## src/rtl/unsigned_mul_8x8_ha_array_reduce.sv

```systemverilog
// Final reduction for the approximate 8x8 multipliers: weight-aligns the four
// HA-array rows and sums them into a 16-bit product through a two-stage pipeline.
module unsigned_mul_8x8_ha_array_reduce (
  input  logic        clk,
  input  logic        rst,
  input  logic        in_valid,
  output logic        in_ready,
  input  logic [6:0]  ha_array_0_b,
  input  logic [8:0]  ha_array_0_t,
  input  logic [6:0]  ha_array_1_b,
  input  logic [8:0]  ha_array_1_t,
  input  logic [6:0]  ha_array_2_b,
  input  logic [8:0]  ha_array_2_t,
  input  logic [6:0]  ha_array_3_b,
  input  logic [8:0]  ha_array_3_t,
  output logic        out_valid,
  input  logic        out_ready,
  output logic [15:0] product,
  output logic        ovf
);

  logic [6:0]  b_rows  [4];
  logic [8:0]  t_rows  [4];
  logic [16:0] row_val [4];

  assign b_rows[0] = ha_array_0_b;
  assign b_rows[1] = ha_array_1_b;
  assign b_rows[2] = ha_array_2_b;
  assign b_rows[3] = ha_array_3_b;
  assign t_rows[0] = ha_array_0_t;
  assign t_rows[1] = ha_array_1_t;
  assign t_rows[2] = ha_array_2_t;
  assign t_rows[3] = ha_array_3_t;

  // Row k sits at weight 4^k; its carry vector is one further column pair up.
  generate
    for (genvar gi = 0; gi < 4; gi++) begin : g_row
      assign row_val[gi] = (17'(t_rows[gi]) << (2 * gi))
                         + (17'(b_rows[gi]) << (2 * gi + 2));
    end
  endgenerate

  logic [12:0] p01_next;
  logic [16:0] p23_next;
  logic [16:0] sum_next;

  logic        s1_valid_reg;
  logic [12:0] s1_p01_reg;
  logic [16:0] s1_p23_reg;

  logic        s1_load;
  logic        s2_load;

  assign p01_next = row_val[0][12:0] + row_val[1][12:0];
  assign p23_next = row_val[2] + row_val[3];
  assign sum_next = 17'(s1_p01_reg) + s1_p23_reg;

  assign s2_load  = s1_valid_reg & (~out_valid | out_ready);
  assign in_ready = ~s1_valid_reg | s2_load;
  assign s1_load  = in_valid & in_ready;

  always_ff @(posedge clk) begin
    if (rst) begin
      s1_valid_reg <= 1'b0;
      s1_p01_reg   <= '0;
      s1_p23_reg   <= '0;
      out_valid    <= 1'b0;
      product      <= '0;
      ovf          <= 1'b0;
    end else begin
      if (s1_load) begin
        s1_valid_reg <= 1'b1;
        s1_p01_reg   <= p01_next;
        s1_p23_reg   <= p23_next;
      end else if (s2_load) begin
        s1_valid_reg <= 1'b0;
      end

      // Output register only changes on advance, so a stalled result stays put.
      if (s2_load) begin
        out_valid <= 1'b1;
        product   <= sum_next[15:0];
        ovf       <= sum_next[16];
      end else if (out_ready) begin
        out_valid <= 1'b0;
      end
    end
  end

endmodule

```

## config.mk

```make
export PLATFORM = sky130hd
export DESIGN_NAME = unsigned_mul_8x8_ha_array_reduce
export DESIGN_NICKNAME = d
export VERILOG_FILES = /design/src/rtl/unsigned_mul_8x8_ha_array_reduce.sv
export SDC_FILE = /design/constraint.sdc
export NUM_CORES = 1
export LEC_CHECK = 0
export ABC_AREA = 1
export CAP_MARGIN = 20
export CORE_MARGIN = 10
export CORE_UTILIZATION = 40
export CTS_CLUSTER_DIAMETER = 40
export DETAILED_ROUTE_END_ITERATION = 6
export PLACE_DENSITY = 0.71
export SYNTH_ARGS = -nofsm -noshare
export SYNTH_HDL_FRONTEND = slang
export SYNTH_SLANG_ARGS = --single-unit
```

## constraint.sdc

```tcl
create_clock -name clk -period 8.6 [get_ports clk]
set_input_delay 1.72 -clock clk [delete_from_list [all_inputs] [get_ports clk]]
set_output_delay 1.72 -clock clk [all_outputs]
set_load 0.02 [all_outputs]
```

* Word level (Yosys, flattened, before mapping)
Cells that the tools add are included.
** Storage, ports and cells
- Bits in registers :: 49
- Input port bits :: 68
- Output and inout port bits :: 19
- Logic and storage cells :: 25
** Operators by class
- Add/sub/neg operators :: 7
- Multiplexer cells :: 4
- Bitwise logic cells :: 6
- Reductions and logical operators :: 2
** Operator list (number)
- $add A13 B17 Y17 :: 1
- $add A14 B16 Y17 :: 1
- $add A15 B15 Y16 :: 1
- $add A13 B13 Y14 :: 1
- $add A10 B12 Y13 :: 1
- $add A11 B11 Y12 :: 1
- $add A9 B9 Y10 :: 1
- $mux W1 :: 4
- $reduce_bool A2 Y1 :: 2
- $and A1 B1 Y1 :: 2
- $not A1 Y1 :: 2
- $or A1 B1 Y1 :: 2

* Logic depth before layout (Yosys ltp)
Gate-level depths: netlist of run 1.
- Word-level depth :: 6
- Depth in mapped cells :: 13
- Gate-level depth less buffers :: 13

* Worst setup path before layout of run 1
Ideal clock, no wire load.
- Path kind :: input -> register
- Start :: input ha_array_0_b[2]
- End :: register s1_p01_reg[10]
- Setup time :: 109 ps
- Data arrival time :: 3950 ps
- Data required time :: 8491 ps
- Setup slack :: 4541 ps
- Stages on the path :: 13
- Buffers on the path :: 0
- Path through :: inv_1 -> fa_1 -> inv_1 -> fa_1 -> ha_1 -> fa_1 -> nand3_1 -> nand2_1 -> a21oi_1 -> nand2b_1 -> nand3_1 -> nand2_1 -> inv_1
** On the way
- Cells in the longest elaborated chain, start to end :: 2
** RTL lines
- start, declared :: line 8 : input logic [6:0] ha_array_0_b,
- $add A9 B9 Y10 :: line 39 : + (17'(b_rows[gi]) << (2 * gi + 2));
- $add A10 B12 Y13 :: line 54 : assign p01_next = row_val[0][12:0] + row_val[1][12:0];
- end signal, assigned :: line 73 : s1_p01_reg <= p01_next;
- end, declared :: line 48 : logic [12:0] s1_p01_reg;
No other way between the ends.
A chain may end at the register's enable or synchronous reset.

* Worst setup path after layout of run 1
- Start :: input out_ready
- End :: output in_ready
** On the way
- Cells in the longest elaborated chain, start to end :: 3
** RTL lines
- start, declared :: line 17 : input logic out_ready,
- $or A1 B1 Y1 :: line 58 : assign s2_load = s1_valid_reg & (~out_valid | out_ready);
- $and A1 B1 Y1 :: line 58
- $or A1 B1 Y1 :: line 59 : assign in_ready = ~s1_valid_reg | s2_load;
- end, declared :: line 7 : output logic in_ready,
No other way between the ends.

==> impl_metrics.csv, run 1 <==
group,metric,value,unit
sta,rsz0062_at_grt,"no",
die,core_region_area,9371,um^2
route,route.vias.total,3390,
logic_synthesis,netlist_top_cells_count,"inv_1 (126), nand2_1 (110), nor2_1 (49)",
clock_network,cts_tree,"built",
sta,fin_worst_skew,6.679,ps
place,gp_congestion,0.8650,
cells_and_area,syn_to_final_growth,26.32,%
pwr,ir_worst_vdd,81.95,uV
logic_synthesis,synth_cell_type_count,32,
die,core.rowCount,35,
sta,relSlewSlack,42.72,%
worst_setup_path,cp_max_fo,3,
place,pre_cts_ws,3911,ps
grt,antenna_found_initial,0,
sta,max_freq,214.5,MHz
clock_network,post_cts_resized,0,
cells_and_area,fillerInstances,940,
cells_and_area,nNetsFinal,747,
worst_hold_path,worstHoldPathCells,2,
route,drtPass1Iterations,5,
worst_setup_path,r2r_slack,6700,ps
logic_synthesis,synthCells,535,
logic_synthesis,synth.most_common_cell,"inv_1",
cells_and_area,drive_gt1_share,5.203,%
clock_network,cts_buffers,5,
route,wirelength,8.320,mm
route,wl_per_cell,11.18,um
grt,grt_util_met3,3.189,%
cells_and_area,utilization,52.55,%
route,drtIter0Drc,157,
logic_synthesis,async_reset_ff_share,0,%
pwr,power_density,153.3,nW/um^2
status,status,"complete, no violations",
worst_setup_path,reg2reg_depth,11,
worst_setup_path,startpoint_type,"input pin",
logic_synthesis,synth_area_leaders,"dfxtp_1 (23%), fa_1 (15%), inv_1 (12%), ha_1 (11%), nand2_1 (11%)",
route,vias_per_cell,4.556,
worst_setup_path,cp-end-kind,"primary output",
clock_network,cts.path.max_buffers,2,
sta,hold_viol,0,
pwr,p_leak,2.557,nW
grt,grt_overflow_total,0,
logic_synthesis,yosysTopAreaCellShare,23.11,%
run,drv_cap,0,
sta,timing.final.crit_share,54.21,%
die,io_pins,87,
worst_setup_path,critPathRequiredTime,6880,ps
die,die_area,14100,um^2
die,die_h,118.7,um
logic_synthesis,synth_nets,667,
grt,met2_usage,20.92,%
sta,setup-violations-final,0,
cells_and_area,largest_reg_flops,16,
grt,grt_pass1_wl,14.73,mm
logic_synthesis,yosys_register_bits,45,
grt,grt_max_degree,46,
sta,worst_slack,3938,ps
worst_setup_path,arrival,2940,ps
route,drc,0,
place,hpwl,7.067,mm
grt,busiest_layer,"met2",
grt,grt.total_usage,11.93,%
route,ant_nets,0,
clock_network,clkTransAtPathRegs,80,ps
logic_synthesis,ys_seq_area_share,23.11,%
clock_network,cts.sink_count,45,
place,io_buffers,86,
logic_synthesis,yosys.area.top_type,"dfxtp_1",
pwr,power,754.9,uW
die,die_width,118.7,um
die,start_util,41.60,%
logic_synthesis,synth_flop_cell,"dfxtp_1",
clock_network,h-tree-depth,2,
logic_synthesis,synth_area,3899,um^2
worst_setup_path,criticalPathCategory,"in2out",
grt,grt_pass1_vias,3437,
clock_network,cts_setup_buffers,0,
sta,setup_tns,0,ps
worst_hold_path,hold_class,"reg2reg",
logic_synthesis,syn_area_per_cell,7.287,um^2
clock_network,clock-root-buffer,"clkbuf_8",
logic_synthesis,synthesis.yosys.warnings,0,
clock_network,postCtsHoldBufs,0,
grt,met1_usage,13.70,%
sta,fin_crit,4662,ps
cells_and_area,n_antenna_cell,0,
sta,drv_slew,0,
clock_network,clock_latency,300,ps
sta,worst_pin_slew,859.2,ps
logic_synthesis,synth_edf_count,0,
==> path summary, 6_finish.rpt <==
kind	start	endpoint
worst max-delay path	out_ready	in_ready
worst min-delay path	s1_p01_reg[1]$_SDFFE_PP0P_	product[1]$_SDFFE_PP0P_
worst max register to register	s1_p01_reg[4]$_SDFFE_PP0P_	ovf$_SDFFE_PP0P_
worst min register to register	s1_p01_reg[1]$_SDFFE_PP0P_	product[1]$_SDFFE_PP0P_
==> where the power goes <==
part           total (mW)  internal [mW]  switching, mW
clock               0.153         0.0845         0.0684
sequential          0.251          0.232         0.0189
combinational       0.351          0.155          0.196
==> layout by cell type (no fill, tap or decap) <==
cell	synthesis	final
clkbuf_8	0	5
inv_1	126	126
nand2_4	2	2
nand2_2	1	1
o21ai_2	2	2
bufinv_16	0	1
o21ai_1	5	5
a21oi_1	32	32
a211oi_1	2	2
buf_2	4	1
nand2_1	110	110
fa_1	29	29
clkdlybuf4s50_1	0	85
ha_1	35	35
dfxtp_1	45	45
nand3_1	32	32
a211oi_2	7	7
o21ai_0	7	7
inv_2	2	2
a21o_1	2	2
nor2_2	6	6
xor2_1	8	8
nand3_4	1	1
o21bai_1	2	2
nand2b_1	1	1
xnor2_1	3	3
nand4_1	9	9
nand3_2	2	2
nor2_1	49	49
inv_4	1	1
a21boi_1	1	1
clkinv_2	0	1
==> critical path, cell delays in order <==
cell and delay (ps):
clkdlybuf4s50_1 450, inv_1 70, nand3_4 80, clkdlybuf4s50_1 610
==> area by class of cell <==
cell class,count,area (um^2),share of cell area (%)
clock buffers,5,68.82,1.397
clock inverters,2,35.03,0.7114
inverters,129,486.7,9.883
multi-input cells,348,2416,49.06
flip-flops and latches,45,900.9,18.29
well taps,129,161.4,3.277
repair buffers,86,855.8,17.38
==> per-stage QoR <==
stage                     hold slack (ps)  instance area (um^2)  std cells
final                               462.5                  4925        744
after global routing                491.9                  4925        744
after CTS                           467.7                  4925        744
after detailed placement            455.2                  4821        737
after global placement              448.6                  4821        737
after floorplan                     439.0                  3899        535
==> kinds of logic after synthesis <==
family | after synthesis | synth area share (%)
AND/OR/NAND/NOR | 213 | 23.68
buffers and inverters | 142 | 14.92
adder cells (fa/ha/maj) | 64 | 26.12
AO/OA/AOI/OAI | 60 | 9.691
flip-flops | 45 | 23.11
XOR/XNOR | 11 | 2.471
==> per-layer routing <==
layer | part of all wire, % | routed length (um)
met1 | 42 | 3474
met2 | 50 | 4149
met3 | 5.9 | 495
met4 | 2.4 | 201
met5 | 0 | 0
No activity file was read; power rests on OpenSTA's default activity.
==> inputs of run 2 (changes only) <==
Clock period 8.6 ns to 4.4 ns, I/O delays scaled along.
==> impl_metrics.csv, run 2 (synthesis results as in run 1) <==
group,metric,value,unit
sta,hold_viol,0,
grt,grt.total_usage,11.80,%
die,die_h,118.7,um
route,wl_per_cell,11.41,um
grt,grt_pass1_wl,14.45,mm
worst_setup_path,startpoint_type,"input pin",
sta,fin_crit,3502,ps
clock_network,post_cts_resized,0,
grt,grt_overflow_total,0,
die,io_pins,87,
route,vias_per_cell,4.510,
cells_and_area,multi_input_area,2416,um^2
route,wirelength,8.498,mm
cells_and_area,drive_gt1_share,5.357,%
place,hpwl,7.096,mm
grt,met2_usage,21.20,%
worst_setup_path,cp_max_fo,3,
sta,max_freq,285.5,MHz
cells_and_area,syn_to_final_growth,26.60,%
worst_setup_path,r2r-end,"ovf$_SDFFE_PP0P_",
clock_network,cts.path.max_buffers,2,
grt,grt_util_met3,2.903,%
pwr,ir_worst_vdd,124.1,uV
worst_setup_path,crit_start,"ha_array_0_b[2]",
die,core_region_area,9371,um^2
route,drtPass1Iterations,4,
place,place_inst,737,
sta,timing.final.crit_share,79.59,%
grt,grt_pass1_vias,3391,
cells_and_area,largest_reg_flops,16,
status,status,"complete, no violations",
clock_network,clkTransAtPathRegs,90,ps
sta,drv_slew,0,
worst_setup_path,r2r_slack,2500,ps
route,drc,0,
worst_setup_path,arrival,3710,ps
die,core.rowCount,35,
pwr,power_density,303.6,nW/um^2
clock_network,postCtsHoldBufs,0,
run,drv_cap,0,
sta,setup-violations-final,0,
sta,setup_tns,0,ps
worst_hold_path,hold_class,"reg2reg",
die,die_width,118.7,um
cells_and_area,layout_common_cells,"inv_1 (126), nand2_1 (110), clkdlybuf4s50_1 (85)",
cells_and_area,seq_area,900.9,um^2
clock_network,cts_tree,"built",
worst_setup_path,cp-end-kind,"flip-flop",
clock_network,h-tree-depth,2,
worst_setup_path,critPathRequiredTime,4610,ps
cells_and_area,nNetsFinal,747,
clock_network,clock_latency,300,ps
clock_network,clock-root-buffer,"clkbuf_8",
route,ant_nets,0,
route,drtIter0Drc,191,
pwr,power,1.499,mW
clock_network,cts_buffers,5,
place,gp_congestion,0.8528,
grt,grt_max_degree,46,
sta,worst_pin_slew,855.4,ps
place,io_buffers,86,
sta,relSlewSlack,42.97,%
worst_setup_path,reg2reg_depth,11,
sta,worst_hold_slack,466.5,ps
worst_setup_path,criticalPathCategory,"in2reg",
cells_and_area,fillerInstances,945,
clock_network,cts.sink_count,45,
route,route.vias.total,3360,
cells_and_area,stdcell_count,745,
cells_and_area,n_antenna_cell,0,
die,die_area,14100,um^2
sta,rsz0062_at_grt,"no",
grt,busiest_layer,"met2",
worst_setup_path,crit_end,"s1_p01_reg[10]$_SDFFE_PP0P_",
pwr,p_leak,2.558,nW
clock_network,cts_setup_buffers,0,
grt,met1_usage,13.29,%
cells_and_area,utilization,52.67,%
cells_and_area,layout_commonest_cell,"inv_1",
worst_setup_path,reg2reg_from,"s1_p01_reg[4]$_SDFFE_PP0P_",
die,start_util,41.60,%
sta,fin_worst_skew,4.745,ps
grt,antenna_found_initial,0,
run 2: cell count changes in the layout (fill, tap and decap cells not counted):
cell,change
clkinvlp_4,+1
clkinv_2,-1
clkinv_4,+1
run 2: critical path: stages:
cell and delay, ps:
clkdlybuf4s50_1 450, inv_1 50, fa_1 520, inv_1 50, fa_1 450, ha_1 240
fa_1 400, nand3_1 100, nand2_1 100, a21oi_1 160, nand2b_1 120, nand3_1 60
nand2_1 80, inv_1 40
run 2: worst min-delay path by stage:
stage	startpoint	to	slack, ps	cells past startpoint
final	s1_p01_reg[0]$_SDFFE_PP0P_	product[0]$_SDFFE_PP0P_	470	2
after global routing	s1_p01_reg[0]$_SDFFE_PP0P_	product[0]$_SDFFE_PP0P_	480	2
after CTS	s1_p01_reg[0]$_SDFFE_PP0P_	product[0]$_SDFFE_PP0P_	470	2
after detailed placement	s1_p01_reg[0]$_SDFFE_PP0P_	product[0]$_SDFFE_PP0P_	460	2
after global placement	s1_p01_reg[1]$_SDFFE_PP0P_	product[1]$_SDFFE_PP0P_	450	2
after floorplan	s1_p01_reg[0]$_SDFFE_PP0P_	product[0]$_SDFFE_PP0P_	440	2
run 2: layer usage:
layer  vias to the layer above  routed length [um]
li1                       1791                   -
met3                        12                 454
met1                      1487                3610
met2                        70                4292
met4                         0                 140
met5                         -                   0
run 2: power by group:
| part | internal, mW | switching, mW | total, mW | leakage [nW] |
|---|---|---|---|---|
| clock | 0.170 | 0.147 | 0.317 | 0.0543 |
| combinational | 0.304 | 0.387 | 0.690 | 2.13 |
| sequential | 0.454 | 0.0377 | 0.491 | 0.371 |
| total | 0.927 | 0.571 | 1.50 | 2.56 |
run 2: area by class of cell:
type / count / area share (%)
flip-flops and latches: 45 / 18.25
clock buffers: 5 / 1.394
well taps: 129 / 3.270
multi-input cells: 348 / 48.95
clock inverters: 3 / 0.9379
repair buffers: 86 / 17.34
inverters: 129 / 9.861
run 2: metrics by stage:
stage / instance area (um^2) / setup slack [ps]
after floorplan: 3899 / 1181
after global placement: 4821 / 610.0
after detailed placement: 4821 / 566.9
after CTS: 4936 / 884.9
after global routing: 4936 / 766.4
final: 4936 / 897.9
==> inputs of run 3 (changes only) <==
Clock period 4.4 ns to 3.57 ns, I/O delays scaled along.
==> impl_metrics.csv, run 3 (synthesis results as in run 1) <==
group,metric,value,unit
grt,grt.total_usage,12.01,%
route,drc,0,
grt,grt_util_met3,3.284,%
worst_setup_path,cp_max_fo,3,
route,drtPass1Iterations,4,
sta,worst_pin_slew,845.9,ps
worst_hold_path,hold_class,"reg2reg",
grt,busiest_layer,"met2",
route,ant_nets,0,
sta,fin_crit,3384,ps
sta,timing.final.crit_share,94.78,%
worst_setup_path,startpoint_type,"input pin",
sta,hold_viol,0,
cells_and_area,layout_common_cells,"inv_1 (126), nand2_1 (110), clkdlybuf4s50_1 (85)",
grt,grt_overflow_total,0,
worst_setup_path,arrival,3580,ps
die,core_region_area,9371,um^2
clock_network,post_cts_resized,0,
place,gp_congestion,0.8671,
pwr,seq_power_share,32.4,%
pwr,power_density,375.0,nW/um^2
clock_network,clock-root-buffer,"clkbuf_8",
place,hpwl,7.112,mm
place,io_buffers,86,
pwr,p_leak,2.581,nW
place,placed_area,4851,um^2
die,die_width,118.7,um
place,pre_cts_ws,-124.1,ps
clock_network,postCtsHoldBufs,0,
pwr,power_switching,694.3,uW
cells_and_area,fillerInstances,927,
worst_setup_path,criticalPathCategory,"in2reg",
sta,drv_slew,0,
grt,grt_pass1_wl,14.84,mm
clock_network,cts.path.max_buffers,2,
grt,met2_usage,21.33,%
sta,rsz0062_at_grt,"no",
clock_network,cts_tree,"built",
cells_and_area,largest_reg_flops,16,
sta,worst_slack,186.2,ps
clock_network,cts.sink_count,45,
cells_and_area,fin_area,4971,um^2
route,wirelength,8.384,mm
route,route.vias.total,3379,
cells_and_area,multi_input_area,2416,um^2
sta,max_freq,295.5,MHz
run,drv_cap,0,
cells_and_area,syn_to_final_growth,27.50,%
route,vias_per_cell,4.511,
sta,setup-violations-final,0,
cells_and_area,stdcell_count,749,
grt,met1_usage,13.80,%
clock_network,clkTransAtPathRegs,80,ps
place,place_inst,741,
pwr,switching_share,37.24,%
cells_and_area,drive_gt1_share,5.968,%
pwr,p_int,1.170,mW
pwr,ir_worst_vdd,183.9,uV
route,wl_per_cell,11.19,um
worst_setup_path,cp-end-kind,"flip-flop",
sta,relSlewSlack,43.61,%
pwr,clockPowerShare,21.5,%
status,status,"complete, no violations",
cells_and_area,nNetsFinal,751,
clock_network,h-tree-depth,2,
sta,fin_worst_skew,6.819,ps
die,die_area,14100,um^2
pwr,p_comb_share,46.1,%
cells_and_area,seq_area,900.9,um^2
die,die_h,118.7,um
die,start_util,41.60,%
route,drtIter0Drc,212,
worst_setup_path,critPathRequiredTime,3770,ps
die,core.rowCount,35,
clock_network,cts_buffers,5,
clock_network,clock_latency,300,ps
die,io_pins,87,
grt,antenna_found_initial,0,
grt,grt_pass1_vias,3434,
cells_and_area,layout_commonest_cell,"inv_1",
clock_network,cts_setup_buffers,0,
grt,grt_max_degree,46,
cells_and_area,n_antenna_cell,0,
[run 3: worst max-delay path, stage by stage]
cell             delay [ps]
clkdlybuf4s50_1         450
inv_1                    50
fa_1                    520
inv_1                    50
fa_1                    460
ha_1                    240
fa_1                    390
nand3_1                 100
nand2_1                 110
a21oi_1                 190
nand2b_1                130
nand3_1                  60
nand2_1                  90
inv_1                    40
[run 3: layout make-up]
type,instances,area share [%]
clock buffer,6,1.661
multi-input combinational,348,48.60
tap,129,3.247
sequential,45,18.12
timing repair buffer,90,17.82
clock inverter,2,0.7551
inverter,129,9.791
[run 3: layer usage]
layer / up-vias / share of wire (%)
met4: 0 / 0.75
li1: 1799 / -
met3: 6 / 5.9
met5: - / 0
met1: 1504 / 43
met2: 70 / 50
[run 3: final timing paths]
check	start	depth (start not counted)	end	slack, ps
worst min register to register	s1_p01_reg[1]$_SDFFE_PP0P_	2	s1_p01_reg[1]$_SDFFE_PP0P_	470
worst max register to register	s1_p01_reg[4]$_SDFFE_PP0P_	11	ovf$_SDFFE_PP0P_	1700
worst max-delay path	ha_array_0_b[2]	14	s1_p01_reg[10]$_SDFFE_PP0P_	190
worst min-delay path	s1_p01_reg[1]$_SDFFE_PP0P_	2	s1_p01_reg[1]$_SDFFE_PP0P_	470
[run 3: metrics by stage]
step                hold WS, ps  power [mW]  util (%)  TNS, ps
finish                    469.4       1.864     53.04        0
global route              479.2       2.038     53.04        0
CTS                       468.0       1.881     53.04        0
detailed placement        454.3       1.478     51.76   -193.6
global placement          449.6       1.458     51.76   -47.28
floorplan                 439.0       1.229         -        0
[run 3: power groups by stage]
stage,Sequential (mW),Clock (mW),Combinational [mW]
3_3_place_gp,0.615,0,0.843
2_1_floorplan,0.616,0,0.613
6_report,0.603,0.401,0.859
5_1_grt,0.610,0.431,0.997
4_1_cts,0.604,0.410,0.868
3_5_place_dp,0.616,0,0.862
